File: config.mk
export PLATFORM = sky130hd
export DESIGN_NAME = button_debouncer
export DESIGN_NICKNAME = d
export VERILOG_FILES = /design/src/rtl/debounce_pkg.sv /design/src/rtl/sync2.sv /design/src/rtl/button_debouncer.sv
export SDC_FILE = /design/constraint.sdc
export NUM_CORES = 1
export LEC_CHECK = 0
export ABC_AREA = 1
export CAP_MARGIN = 0
export CORE_ASPECT_RATIO = 0.6
export CORE_UTILIZATION = 40
export CTS_CLUSTER_SIZE = 20
export DETAILED_ROUTE_END_ITERATION = 10
export GPL_ROUTABILITY_DRIVEN = 0
export PLACE_DENSITY = 0.64
export SKIP_LAST_GASP = 1
export SYNTH_ARGS = -nofsm -noshare
export SYNTH_HDL_FRONTEND = slang
export SYNTH_SLANG_ARGS = --single-unit
export TNS_END_PERCENT = 20
File: constraint.sdc
create_clock -name clk -period 3.9 [get_ports clk]
set_input_delay 0.585 -clock clk [delete_from_list [all_inputs] [get_ports clk]]
set_output_delay 0.585 -clock clk [all_outputs]
set_load 0.02 [all_outputs]
File: src/rtl/debounce_pkg.sv
// ============================================================================
// Module  : debounce_pkg
// Brief   : State encoding and timing constants for the push-button debouncer.
// Revision: 1.0 - initial release
// ============================================================================
`default_nettype none

package debounce_pkg;

    // Codes are explicit so the debug bus can expose the state directly.
    typedef enum logic [1:0] {
        IDLE         = 2'd0,
        WAIT_PRESS   = 2'd1,
        PRESSED      = 2'd2,
        WAIT_RELEASE = 2'd3
    } db_state_t;

    localparam int DEBOUNCE_CYCLES_DEFAULT = 500000;
    localparam int DEBOUNCE_CYCLES_SIM     = 4;

endpackage

`default_nettype wire

File: src/rtl/sync2.sv
// ============================================================================
// Module  : sync2
// Brief   : Two-flop synchronizer for asynchronous button and switch inputs.
// Revision: 1.0 - initial release
// ============================================================================
`default_nettype none

module sync2 (
    input  logic clk,
    input  logic rst,
    input  logic d,
    output logic q
);

    logic s1_d, s1_q;
    logic s2_d, s2_q;

    always_comb begin
        s1_d = d;
        s2_d = s1_q;
    end

    always_ff @(posedge clk) begin
        if (rst) begin
            s1_q <= 1'b0;
            s2_q <= 1'b0;
        end else begin
            s1_q <= s1_d;
            s2_q <= s2_d;
        end
    end

    assign q = s2_q;

endmodule

`default_nettype wire

File: src/rtl/button_debouncer.sv
// ============================================================================
// Module  : button_debouncer
// Brief   : Synchronizes and debounces a push-button into a clean press level
//           with registered press/release pulses and a debug state bus.
// Revision: 1.0 - initial release
// ============================================================================
`default_nettype none

module button_debouncer
    import debounce_pkg::*;
#(
    parameter int DEBOUNCE_CYCLES = DEBOUNCE_CYCLES_DEFAULT,
    parameter int CNT_WIDTH       = $clog2(DEBOUNCE_CYCLES)
) (
    input  logic       clk,
    input  logic       rst,
    input  logic       btn_raw,
    output logic       press,
    output logic       press_pulse,
    output logic       release_pulse,
    output logic [2:0] statePMOD
);

    localparam logic [CNT_WIDTH-1:0] CNT_LAST = CNT_WIDTH'(DEBOUNCE_CYCLES - 1);
    localparam logic [CNT_WIDTH-1:0] CNT_ONE  = CNT_WIDTH'(1);

    logic                 btn_sync;
    db_state_t            state_d, state_q;
    logic [CNT_WIDTH-1:0] cnt_d, cnt_q;
    logic                 press_d, press_q;
    logic                 press_pulse_d, press_pulse_q;
    logic                 release_pulse_d, release_pulse_q;
    logic                 cnt_done;

    sync2 u_sync (
        .clk (clk),
        .rst (rst),
        .d   (btn_raw),
        .q   (btn_sync)
    );

    assign cnt_done = (cnt_q == CNT_LAST);

    always_ff @(posedge clk) begin
        if (rst) begin
            state_q         <= IDLE;
            cnt_q           <= '0;
            press_q         <= 1'b0;
            press_pulse_q   <= 1'b0;
            release_pulse_q <= 1'b0;
        end else begin
            state_q         <= state_d;
            cnt_q           <= cnt_d;
            press_q         <= press_d;
            press_pulse_q   <= press_pulse_d;
            release_pulse_q <= release_pulse_d;
        end
    end

    // Counter stops at CNT_LAST, where the state leaves the wait state anyway.
    always_comb begin
        state_d = state_q;
        cnt_d   = '0;
        case (state_q)
            IDLE: begin
                if (btn_sync) state_d = WAIT_PRESS;
            end
            WAIT_PRESS: begin
                if (!btn_sync)     state_d = IDLE;
                else if (cnt_done) state_d = PRESSED;
                else               cnt_d   = cnt_q + CNT_ONE;
            end
            PRESSED: begin
                if (!btn_sync) state_d = WAIT_RELEASE;
            end
            WAIT_RELEASE: begin
                if (btn_sync)      state_d = PRESSED;
                else if (cnt_done) state_d = IDLE;
                else               cnt_d   = cnt_q + CNT_ONE;
            end
            default: state_d = IDLE;
        endcase
    end

    always_comb begin
        press_d         = press_q;
        press_pulse_d   = 1'b0;
        release_pulse_d = 1'b0;
        case (state_q)
            IDLE:    press_d = 1'b0;
            PRESSED: press_d = 1'b1;
            WAIT_PRESS: begin
                if (btn_sync && cnt_done) begin
                    press_d       = 1'b1;
                    press_pulse_d = 1'b1;
                end
            end
            WAIT_RELEASE: begin
                if (!btn_sync && cnt_done) begin
                    press_d         = 1'b0;
                    release_pulse_d = 1'b1;
                end
            end
            default: press_d = 1'b0;
        endcase
    end

    assign press         = press_q;
    assign press_pulse   = press_pulse_q;
    assign release_pulse = release_pulse_q;
    assign statePMOD     = {btn_sync, state_q};

endmodule

`default_nettype wire

== After elaboration in Yosys (flattened, before gate mapping) ==
Cells that the tools add are included.
Operators by class
  eq/ne operators: 10
  muxes and demuxes: 16
  reduce and logical (&&, ||, !) cells: 8
  bitwise logic cells: 2
  add/subtract/negate cells: 1
Operators with widths (count)
  $mux 19: 3
  $pmux 19 s2: 1
  $add 19x1->19 const B: 1
  $eq 19x19->1 const B: 1
  $mux 2: 6
  $pmux 2 s4: 1
  $ne 2x2->1 const B: 3
  $eq 2x2->1 const B: 2
  $mux 1: 4
  $pmux 1 s4: 1
  $reduce_and 4->1: 1
  $reduce_or 2->1: 2
  $ne 3x2->1 const B: 1
  $ne 3x3->1 const B: 1
  $eq 2x1->1 const B: 1
  $logic_and 1x1->1: 2
  $logic_not 2->1: 1
  $ne 2x1->1 const B: 1
  $not 1->1: 2
  $reduce_and 2->1: 1
  $logic_not 1->1: 1
Storage, ports and cells
  input port bits: 3
  word-level logic and storage cells: 44
  bits in registers: 26

== Depth between registers and ports, before layout ==
  depth in word-level cells: 4
  depth in mapped cells: 10
  mapped depth without buffers: 10

== Cells and area by module ==
A second synthesis with hierarchy kept.
Second synthesis, totals
  cells, all modules: 188
  area, all modules: 1376.3 um2
By module, submodules not included
  button_debouncer: instances 1, cells each 182, area an instance 1321.3 um2, seq. area each 480.5 um2
  sync2: instances 1, cells each 6, area an instance 55.1 um2, seq. area each 40.0 um2

== Worst setup path before layout ==
No wires, ideal clock.
  path kind: flip-flop to flip-flop
  start point: register state_q[0]
  end point: register cnt_q[11]
  path buffers: 1
  required time: 3.836 ns
  arrival: 1.426 ns
  clock period less this slack: 1.490 ns
  stages on the path, launching flop included: 7
  path slack: 2.410 ns
  setup time: 0.064 ns
  cells stage by stage: dfxtp_1 ha_1 inv_1 o21ai_0 nand3_2 buf_4 nor2_1
On the way
  word-level cells in the longest chain between the ends: 2
  elaborated cells between the ends (all ways): 3
  those cells by class: 2 x eq/ne; 1 x mux
RTL lines
  start: declaration: line button_debouncer.sv:28  | db_state_t state_d, state_q;
  start signal: assignment: line button_debouncer.sv:52  | state_q <= state_d;
  $eq 2x2->1 or $eq 2x1->1 (tied branches): line button_debouncer.sv:64  | case (state_q)
  $pmux 19 s2 *: line button_debouncer.sv:64
  end signal: assignment: line button_debouncer.sv:53  | cnt_q <= cnt_d;
  end: declaration: line button_debouncer.sv:29  | logic [CNT_WIDTH-1:0] cnt_d, cnt_q;
Mark *: on every way between the ends. The rest lies on a longest branch, timed or not.
A chain may end at the register's enable or synchronous reset.

== Final worst setup path ==
  start point: register u_sync.s2_q (netlist: u_sync.q)
  end point: output port statePMOD[2]
RTL lines
  start: declaration: line sync2.sv:16  | logic s2_d, s2_q;
  start signal: assignment: line sync2.sv:26  | s2_q <= 1'b0;
  start signal: assignment: line sync2.sv:29  | s2_q <= s2_d;
  end: declaration: line button_debouncer.sv:21  | output logic [2:0] statePMOD
No word-level cell between the ends.

==> out/qor.yml <==
worst_setup_path:
  cp.required_ps: 3310
  startpoint_type: "register"
  max_stage_delay_ps: 660
  cp-startpoint: "u_sync.q$_SDFF_PP0_"
  critPathArrivalTime_ps: 1420
  slowest_stage: "clkdlybuf4s50_1"
  cp-end-kind: "output port"
  critPathTopFamily: "buffers and inverters"
  crit_fanout: 8
  rr_startpoint: "cnt_q[0]$_SDFF_PP0_"
  worstPathCellList: "clkdlybuf4s50_1"
  cp.buffers_inverters: 1
  crit_type: "register to output port"
layout:
  fillers: 306
  nNetsFinal: 208
  drive_gt1_share_pct: 8.59
  insertedDiodeCount: 0
  areaGrowthSynthToFinish_pct: 11.7
  final_util_pct: 49.8
logic_synthesis:
  synth_enable_flop_cells: 0
  postSynthAreaPerCell_um2: 7.22
  synth.net_count: 197
  yosysMostFrequentCell: "nand2_1"
  synthFlopType: "dfxtp_1"
  synth_area_leader_cell: "dfxtp_1"
  syn-instance-count: 189
  ys_ff_latch: 26
  postSynth.asyncResetShare_pct: 0
  synthTopCellsByCount: "nand2_1 (37), nor2_1 (34), dfxtp_1 (26)"
  ys_top_cells_by_area: "dfxtp_1 (38%), nand2_1 (10%), nor2_1 (9.4%), inv_1 (6.6%), ha_1 (4.6%)"
  synth_top_area_share_pct: 38.2
  syn_area_um2: 1360
  synth_warnings: 0
  yosysSeqAreaShare_pct: 38.2
  ys_types: 24
power:
  vdd_drop_max_mv: 0.221
  power_leakage_nw: 0.520
  powerDensity_nw_per_um2: 380
  power_w: 0.000579
detailed_routing:
  drt-vias-per-instance: 4.86
  route.detailed.drc: 0
  first_iter_violations: 90
  vias: 1167
  dr.pass1.iters: 5
  ant_nets: 0
  routed_wl_um: 2790
  wl_per_cell_um: 11.6
global_route:
  grt_max_degree: 17
  grt_overflow: 0
  grt_pass1_vias: 947
  antenna_found_initial: 0
  globalRouteTotalUtil_pct: 16.6
  grt_pass1_wl_um: 4550
clock_tree:
  numClockSinks: 26
  cts-root-buf: "clkbuf_8"
  cts_inserted_buffers: 3
  cts_setup_buffers: 0
  cts_max_level: 1
  clkLatencyLatePin_ps: 270
  clk_pin_slew_ps: 80
  cts_tree: "built"
  ctsLongestPathBuffers: 2
  hold_buffers: 0
  post_cts_resized: 0
die:
  die-width_um: 77.4
  die_h_um: 47.2
  die-area_um2: 3650
  core_area_um2: 3060
  io_pins: 9
  initial_core_util_pct: 44.6
  rows: 15
outcome:
  run_status: "finished clean"
place:
  portBuffers: 8
  place_hpwl_um: 2190
timing:
  slew-limit-headroom_pct: 73.8
  rsz0062_at_grt: "false"
  timing.final.crit_share_pct: 51.4
  tightest_slew_ps: 392
  fin_setup_tns_ps: 0
  period_needed_ps: 2000
  fmax_mhz: 499
  fin_skew_ps: 4.94
  finalSetupViolCount: 0
  holdWs_ps: 411
  maxSlewViolCount: 0
  hold_viol_final: 0
hold_path:
  hold_path.class: "register to register"
  hold_start: "u_sync.s1_q$_SDFF_PP0_"
run:
  cap_violations: 0
-- through the flow --
stage | setup slack (ps) | cells | instance area (µm²)
5_1_grt | 1820 | 240 | 1520
6_report | 1900 | 240 | 1520
2_1_floorplan | 2410 | 189 | 1360
3_5_place_dp | 1850 | 237 | 1480
3_3_place_gp | 1930 | 237 | 1480
4_1_cts | 1890 | 240 | 1520
-- cells in the final DEF (no fill, tap or decap), drive strengths merged --
cell and instances:
inv 25, nand4 7, nor2 38, nor3b 2, dfxtp 26, clkbuf 3
nor3 10, nor4 1, nand3b 1, nand3 16, clkdlybuf4s50 8, o21ai 3
mux2i 1, a21oi 5, xor2 6, ha 5, nand2 39, xnor2 2
-- path summary, 6_finish.rpt --
check	to	slack [ps]	cells after the start
setup / recovery	statePMOD[2]	1900	1
hold / removal	u_sync.q$_SDFF_PP0_	410	2
setup reg to reg	cnt_q[8]$_SDFF_PP0_	2050	8
hold reg to reg	u_sync.q$_SDFF_PP0_	410	2
-- layer usage --
layer	global-route usage, %	vias up	routed length (µm)
met5	0	-	0
met4	2.26	0	0
met3	4.66	0	197
met2	22.1	37	994
met1	26.1	504	1590
li1	-	626	-
-- cell type report --
| class | instances | area (µm²) | area share (%) |
|---|---|---|---|
| multi-input cells | 136 | 734 | 48.2 |
| clock buffers | 3 | 41.3 | 2.71 |
| flip-flops and latches | 26 | 520 | 34.2 |
| inverters | 25 | 93.8 | 6.16 |
| well taps | 42 | 52.6 | 3.45 |
| repair buffers | 8 | 80.1 | 5.26 |
-- sequential cells by signal, summed over array words and instances, names as in the netlist, named ones only --
register,count
release_pulse,1
state_q,1
u_sync.q,1
cnt_q,19
press,1
u_sync.s1_q,1
press_pulse,1
-- power breakdown --
part           internal, W  total (W)  switching (W)
clock            0.0000692   0.000148      0.0000790
sequential        0.000278   0.000292      0.0000135
combinational    0.0000554   0.000139      0.0000836
-- cells by family after synthesis --
logic type | Yosys count | share of synthesized area (%)
xor+xnor | 8 | 5.14
buf+inv | 27 | 7.98
flops | 26 | 38.2
simple gates | 114 | 40.5
fa+ha+maj | 5 | 4.59
mux | 1 | 0.734
compound gates | 8 | 2.94
-- worst reg2reg max path, stage by stage (launching register included) --
cell and delay (ps):
dfxtp_1 470, ha_1 250, nand3_2 160, nor2_1 150
nand3_1 120, nand3_2 310, inv_1 160, nand2_1 90
nor2_1 40
Power figures use the tool's default switching activity.
